$ cat config.mk
export PLATFORM = sky130hd
export DESIGN_NAME = seq_store_param_flat
export DESIGN_NICKNAME = d
export VERILOG_FILES = /design/src/rtl/seq_store_param_if.sv /design/src/rtl/seq_store_param.sv /design/src/flat_wrapper.sv
export SDC_FILE = /design/constraint.sdc
export NUM_CORES = 1
export LEC_CHECK = 0
export CORE_MARGIN = 2
export CORE_UTILIZATION = 43
export DETAILED_ROUTE_END_ITERATION = 6
export GPL_ROUTABILITY_DRIVEN = 0
export MAX_ROUTING_LAYER = met4
export PLACE_DENSITY_LB_ADDON = 0.05
export SLEW_MARGIN = 40
export SYNTH_ARGS = -nofsm -noshare
export SYNTH_HDL_FRONTEND = slang
export SYNTH_SLANG_ARGS = --single-unit
export TNS_END_PERCENT = 1
$ cat constraint.sdc
create_clock -name clock -period 4.8 [get_ports clock]
set_input_delay 0.96 -clock clock [delete_from_list [all_inputs] [get_ports clock]]
set_output_delay 0.96 -clock clock [all_outputs]
set_load 0.1 [all_outputs]
$ cat src/rtl/seq_store_param_if.sv
// rtl/seq_store_param_if.sv - push, playback and check handshake bundle for seq_store_param
interface seq_store_param_if #(
    parameter int DIGIT_W = 4
);
    logic               push;
    logic [DIGIT_W-1:0] push_digit;
    logic               play_start;
    logic               play_ready;
    logic               play_valid;
    logic [DIGIT_W-1:0] play_digit;
    logic               play_done;
    logic               chk_start;
    logic               chk_valid;
    logic [DIGIT_W-1:0] chk_digit;
    logic               chk_match;
    logic               chk_err;
    logic               chk_done;

    modport master (
        output push, push_digit, play_start, play_ready, chk_start, chk_valid, chk_digit,
        input  play_valid, play_digit, play_done, chk_match, chk_err, chk_done
    );

    modport slave (
        input  push, push_digit, play_start, play_ready, chk_start, chk_valid, chk_digit,
        output play_valid, play_digit, play_done, chk_match, chk_err, chk_done
    );
endinterface

$ cat src/rtl/seq_store_param.sv
// rtl/seq_store_param.sv - parametrised digit sequence store with playback and entry checking
module seq_store_param #(
    parameter int DIGIT_W = 4,
    parameter int DEPTH   = 7,
    parameter int CNT_W   = 3
) (
    input  logic                     clock,
    input  logic                     rst,
    input  logic                     clear,
    seq_store_param_if.slave         bus,
    output logic                     overflow,
    output logic                     busy,
    output logic [CNT_W-1:0]         count,
    output logic [DIGIT_W*DEPTH-1:0] q
);

    typedef enum logic [1:0] {S_IDLE, S_PLAY, S_CHECK} state_t;

    localparam logic [CNT_W-1:0] DEPTH_C = CNT_W'(DEPTH);
    localparam logic [CNT_W-1:0] ONE_C   = CNT_W'(1);

    state_t             state, state_n;
    logic [DIGIT_W-1:0] slot   [DEPTH];
    logic [DIGIT_W-1:0] slot_n [DEPTH];
    logic [CNT_W-1:0]   count_r, count_n;
    logic [CNT_W-1:0]   idx, idx_n;
    logic               play_valid_r, play_valid_n;
    logic [DIGIT_W-1:0] play_digit_r, play_digit_n;
    logic               play_done_r, play_done_n;
    logic               chk_match_r, chk_match_n;
    logic               chk_err_r, chk_err_n;
    logic               chk_done_r, chk_done_n;
    logic               overflow_r, overflow_n;
    logic               busy_r, busy_n;

    always_ff @(posedge clock or negedge rst) begin
        if (!rst) begin
            state        <= S_IDLE;
            for (int i = 0; i < DEPTH; i++) slot[i] <= '0;
            count_r      <= '0;
            idx          <= '0;
            play_valid_r <= 1'b0;
            play_digit_r <= '0;
            play_done_r  <= 1'b0;
            chk_match_r  <= 1'b0;
            chk_err_r    <= 1'b0;
            chk_done_r   <= 1'b0;
            overflow_r   <= 1'b0;
            busy_r       <= 1'b0;
        end else begin
            state        <= state_n;
            for (int i = 0; i < DEPTH; i++) slot[i] <= slot_n[i];
            count_r      <= count_n;
            idx          <= idx_n;
            play_valid_r <= play_valid_n;
            play_digit_r <= play_digit_n;
            play_done_r  <= play_done_n;
            chk_match_r  <= chk_match_n;
            chk_err_r    <= chk_err_n;
            chk_done_r   <= chk_done_n;
            overflow_r   <= overflow_n;
            busy_r       <= busy_n;
        end
    end

    always_comb begin
        state_n      = state;
        slot_n       = slot;
        count_n      = count_r;
        idx_n        = idx;
        play_valid_n = play_valid_r;
        play_digit_n = play_digit_r;
        play_done_n  = 1'b0;
        chk_match_n  = 1'b0;
        chk_err_n    = 1'b0;
        chk_done_n   = 1'b0;
        overflow_n   = 1'b0;

        if (clear) begin
            state_n = S_IDLE;
            for (int i = 0; i < DEPTH; i++) slot_n[i] = '0;
            count_n      = '0;
            idx_n        = '0;
            play_valid_n = 1'b0;
            play_digit_n = '0;
        end else begin
            case (state)
                S_IDLE: begin
                    // A push in the same cycle as a start wins; the start is dropped.
                    if (bus.push) begin
                        for (int i = DEPTH - 1; i > 0; i--) slot_n[i] = slot[i-1];
                        slot_n[0] = bus.push_digit;
                        if (count_r == DEPTH_C) overflow_n = 1'b1;
                        else                    count_n    = count_r + ONE_C;
                    end else if (bus.play_start && count_r != '0) begin
                        state_n      = S_PLAY;
                        idx_n        = count_r - ONE_C;
                        play_valid_n = 1'b1;
                        play_digit_n = slot[count_r - ONE_C];
                    end else if (bus.chk_start && count_r != '0) begin
                        state_n = S_CHECK;
                        idx_n   = count_r - ONE_C;
                    end
                end
                S_PLAY: begin
                    if (play_valid_r && bus.play_ready) begin
                        if (idx == '0) begin
                            state_n      = S_IDLE;
                            play_valid_n = 1'b0;
                            play_digit_n = '0;
                            play_done_n  = 1'b1;
                        end else begin
                            idx_n        = idx - ONE_C;
                            play_digit_n = slot[idx - ONE_C];
                        end
                    end
                end
                S_CHECK: begin
                    if (bus.chk_valid) begin
                        if (bus.chk_digit == slot[idx]) begin
                            chk_match_n = 1'b1;
                            if (idx == '0) begin
                                chk_done_n = 1'b1;
                                state_n    = S_IDLE;
                            end else begin
                                idx_n = idx - ONE_C;
                            end
                        end else begin
                            chk_err_n = 1'b1;
                            state_n   = S_IDLE;
                        end
                    end
                end
                default: state_n = S_IDLE;
            endcase
        end

        busy_n = (state_n != S_IDLE);
    end

    assign bus.play_valid = play_valid_r;
    assign bus.play_digit = play_digit_r;
    assign bus.play_done  = play_done_r;
    assign bus.chk_match  = chk_match_r;
    assign bus.chk_err    = chk_err_r;
    assign bus.chk_done   = chk_done_r;
    assign overflow       = overflow_r;
    assign busy           = busy_r;
    assign count          = count_r;

    for (genvar g = 0; g < DEPTH; g++) begin : g_q
        assign q[g*DIGIT_W +: DIGIT_W] = slot[g];
    end

endmodule
$ cat src/flat_wrapper.sv
// flat-port wrapper written by rule: the top's interface ports become plain ports
module seq_store_param_flat 
#(
    parameter int DIGIT_W = 4,
    parameter int DEPTH   = 7,
    parameter int CNT_W   = 3
)
  (clock, rst, clear, overflow, busy, count, q, bus_push, bus_push_digit, bus_play_start, bus_play_ready, bus_chk_start, bus_chk_valid, bus_chk_digit, bus_play_valid, bus_play_digit, bus_play_done, bus_chk_match, bus_chk_err, bus_chk_done);
  seq_store_param_if #(.DIGIT_W(DIGIT_W)) bus_i ();
  input  logic clock;
  input  logic rst;
  input  logic clear;
  output logic overflow;
  output logic busy;
  output logic [CNT_W-1:0] count;
  output logic [DIGIT_W*DEPTH-1:0] q;
  input wire logic [$bits(bus_i.push)-1:0] bus_push;
  input wire logic [$bits(bus_i.push_digit)-1:0] bus_push_digit;
  input wire logic [$bits(bus_i.play_start)-1:0] bus_play_start;
  input wire logic [$bits(bus_i.play_ready)-1:0] bus_play_ready;
  input wire logic [$bits(bus_i.chk_start)-1:0] bus_chk_start;
  input wire logic [$bits(bus_i.chk_valid)-1:0] bus_chk_valid;
  input wire logic [$bits(bus_i.chk_digit)-1:0] bus_chk_digit;
  output wire logic [$bits(bus_i.play_valid)-1:0] bus_play_valid;
  output wire logic [$bits(bus_i.play_digit)-1:0] bus_play_digit;
  output wire logic [$bits(bus_i.play_done)-1:0] bus_play_done;
  output wire logic [$bits(bus_i.chk_match)-1:0] bus_chk_match;
  output wire logic [$bits(bus_i.chk_err)-1:0] bus_chk_err;
  output wire logic [$bits(bus_i.chk_done)-1:0] bus_chk_done;
  assign bus_i.push = bus_push;
  assign bus_i.push_digit = bus_push_digit;
  assign bus_i.play_start = bus_play_start;
  assign bus_i.play_ready = bus_play_ready;
  assign bus_i.chk_start = bus_chk_start;
  assign bus_i.chk_valid = bus_chk_valid;
  assign bus_i.chk_digit = bus_chk_digit;
  assign bus_play_valid = bus_i.play_valid;
  assign bus_play_digit = bus_i.play_digit;
  assign bus_play_done = bus_i.play_done;
  assign bus_chk_match = bus_i.chk_match;
  assign bus_chk_err = bus_i.chk_err;
  assign bus_chk_done = bus_i.chk_done;
  seq_store_param #(.DIGIT_W(DIGIT_W), .DEPTH(DEPTH), .CNT_W(CNT_W)) u_core (.clock(clock), .rst(rst), .clear(clear), .bus(bus_i), .overflow(overflow), .busy(busy), .count(count), .q(q));
endmodule
==> metrics.md <==
| Metric | Value |
|---|---|
| Die Ht | 86.5 µm |
| Clock Pin Slew Worst Setup and Hold Paths | 0.08 ns |
| Starting DRT DRC Count | 146 |
| Crit path capture type | flip-flop |
| Max-Cap Viols | 0 |
| Die Area | 7480 µm² |
| FF+latch area | 1180 µm² |
| Vias in the first global route | 2205 |
| H-tree depth | 2 |
| Fill count | 655 |
| Critical Path Max Stage Delay | 0.70 ns |
| Pin count of the biggest net entering global routing | 48 |
| HPWL Detailed | 4850 µm |
| Wire length of the first global-routing pass | 11400 µm |
| Final nets | 351 |
| Max Slew Vio Count | 0 |
| Family with the most delay on the worst path | flip-flops |
| Final Skew | 0.00919 ns |
| Final setup viols | 0 |
| Antenna violations before repair | 0 |
| CTS tree | done |
| R2r worst-path depth | 10 |
| Clock buffer count from CTS | 5 |
| Fmax | 323 MHz |
| Layout Cells excl Fill | 406 |
| # DRC | 0 |
| Fin Setup TNS | 0 ns |
| PnR Total Power | 1.27 mW |
| Clock root buffer | clkbuf_8 |
| RR Endpoint | u_core.bus.play_digit[2] |
| Finished Cell Area | 3420 µm² |
| Core box area | 6680 µm² |
| Wirelength per Cell | 17.0 µm |
| Antenna viol nets, final | 0 |
| Setup crit end | u_core.bus.play_digit[2] |
| Syn_area_per_cell | 10.7 µm² |
| Fin. Hold Viols | 0 |
| GRT overflow | 0 |
| Data arrival, critical path | 3.29 ns |
| Post-Place Cells | 398 |
| Hold_ws | 0.525 ns |
| Post-synth top area share | 0.402 |
| Detail-routed via count per cell | 5.79 |
| Post-synth top area cell | dfrtp_1 |
| Slowest-stage cell, CP | dfrtp_1 |
| Port Buffer Count | 57 |
| Post-synth EDFFs | 0 |
| CTS Hold Buffers Added | 0 |
| Final Critical Period | 3.10 ns |
| Worst-Margin Slew | 0.635 ns |
| Place WS | 1.67 ns |
| Synth-to-layout area growth | 16.9% |
| Global-route usage over all layers | 0.202 |
| Synth warn | 0 |
| Share of layout cells above drive strength 1 | 0.252 |
| ANT cells | 0 |
| Synth Cell Area | 2920 µm² |
| Boundary pin count | 58 |
| Clock Sinks | 47 |
| Top_reg_cell synth | dfrtp_1 |
| Max Buffers Root-to-Sink | 2 |
| DRT Pass-1 Iters | 4 |
| Peak supply drop | 0.145 mV |
| Leak Pwr | 1.64 nW |
| Final cycle utilization of the critical path | 0.645 |
| Multi-input gate area | 1600 µm² |
| Power Density | 373 nW/µm² |
| Hold Crit Class | reg2reg |
| CP Depth | 10 |
| Synth Net Count | 299 |
| Cells after Synth | 273 |
| CP startpoint kind | flip-flop |
| Final setup margin | 1.70 ns |
| Status | completed |
| DR vias | 2352 |
| Cts repair resizes | 0 |
| Largest cells by area after synthesis | dfrtp_1 (40%), a22o_1 (8.4%), mux2_2 (5.0%) |
| Post-DP Area | 3300 µm² |
| FFs w/ async S/R, synth | 1.00 |
| WL final | 6900 µm |
| CP required | 4.99 ns |
| Reg2Reg Setup Slack | 1.70 ns |
| CP max FO | 14 |
| FF+latch count, synth | 47 |
| Finished Core Util | 0.512 |
| Crit-path cells | inv_1 > ha_1 > xor2_1 > buf_4 > mux2_2 > a21oi_1 > nor2_1 > a21oi_1 > o22ai_1 > mux2_2 |
| Unrepaired setup endpoints after global routing | no |
| Critical path buffers and inverters | 2 |
| Post CTS Setup Buffer Count | 0 |
| Later-pin clock latency in the skew report | 0.30 ns |
| WS Path Type | reg2reg |
| Die width | 86.5 µm |
| Starting Density | 0.438 |
| Post-synth cell types | 43 |
| Worst Setup SP | u_core.count[0] |
| Core Rows | 30 |
| R2r startpoint | u_core.count[0] |
| Slew HR | 0.573 |
| Register area share after synthesis | 0.402 |
[state kept, by name, summed over array words and instances (netlist names), 2 cells and up]
signal                 count
u_core.q                  28
u_core.state               2
u_core.idx                 3
u_core.count               3
u_core.bus.play_digit      4
[synthesized netlist by cell type, drive strengths merged (6+ instances only)]
cell type and n:
dfrtp 47, a21oi 28, a22o 28, nor2 22, mux2i 14, mux2 13, inv 12, o22ai 11
ha 10, nand2 10, clkbuf 9, mux4 8, buf 6
[how the worst min path moves through the flow]
stage	start	slack (ns)	cells after the start	end
floorplan	u_core.state[1]	0.59	2	u_core.state[1]
global placement	u_core.bus.play_digit[1]	0.52	1	u_core.bus.play_digit[1]
detailed placement	u_core.bus.play_digit[3]	0.51	1	u_core.bus.play_digit[3]
CTS	u_core.bus.play_digit[3]	0.54	1	u_core.bus.play_digit[3]
global route	u_core.bus.play_digit[1]	0.54	1	u_core.bus.play_digit[1]
finish	u_core.bus.play_digit[1]	0.53	1	u_core.bus.play_digit[1]
[cell usage in the layout (no fill, tap or decap), types with 2 or more instances in the layout]
| master | n |
|---|---|
| a22o_1 | 28 |
| nor3_1 | 2 |
| xor2_1 | 5 |
| xnor2_1 | 2 |
| buf_2 | 42 |
| a21oi_1 | 27 |
| inv_1 | 12 |
| nand4_1 | 2 |
| o22ai_1 | 11 |
| nand3_1 | 5 |
| o211ai_1 | 2 |
| dfrtp_1 | 47 |
| nor2_1 | 21 |
| o21ai_0 | 5 |
| nor2b_1 | 5 |
| or2_2 | 2 |
| clkdlybuf4s50_1 | 14 |
| and2_1 | 2 |
| ha_1 | 10 |
| a221oi_1 | 3 |
| nand2_1 | 10 |
| and2b_2 | 3 |
| mux2_2 | 13 |
| nor3b_1 | 5 |
| buf_4 | 4 |
| mux4_1 | 4 |
| mux4_2 | 4 |
| clkbuf_8 | 6 |
| mux2i_1 | 14 |
[layout make-up]
cell class | instances | area share
Tap cell | 80 | 0.0293
Clock buffer | 6 | 0.0242
Sequential cell | 47 | 0.344
Clock inverter | 2 | 0.0102
Inverter | 12 | 0.0132
Timing Repair Buffer | 60 | 0.111
Multi-Input combinational cell | 199 | 0.468
[kinds of logic after synthesis]
group | synth area share
AOI/OAI and AO/OA | 0.194
and+or+nand+nor | 0.121
DFF | 0.402
muxes | 0.165
buffers and inverters | 0.0548
adders and majority gates | 0.0428
xor gates and xnor gates | 0.0210
[report_power, final]
| group | total, mW | internal, mW | switching [mW] |
|---|---|---|---|
| Clock | 0.304 | 0.169 | 0.135 |
| Sequential | 0.450 | 0.416 | 0.0332 |
| Combinational | 0.521 | 0.170 | 0.350 |
[layer usage]
| metal | up-vias | wire, µm | track usage |
|---|---|---|---|
| li1 | 1124 | - | - |
| met1 | 1150 | 3420 | 0.299 |
| met2 | 67 | 3030 | 0.284 |
| met3 | 11 | 339 | 0.0352 |
| met4 | 0 | 110 | 0.0582 |
| met5 | - | 0 | - |
No activity file was read; power rests on OpenSTA's default activity.
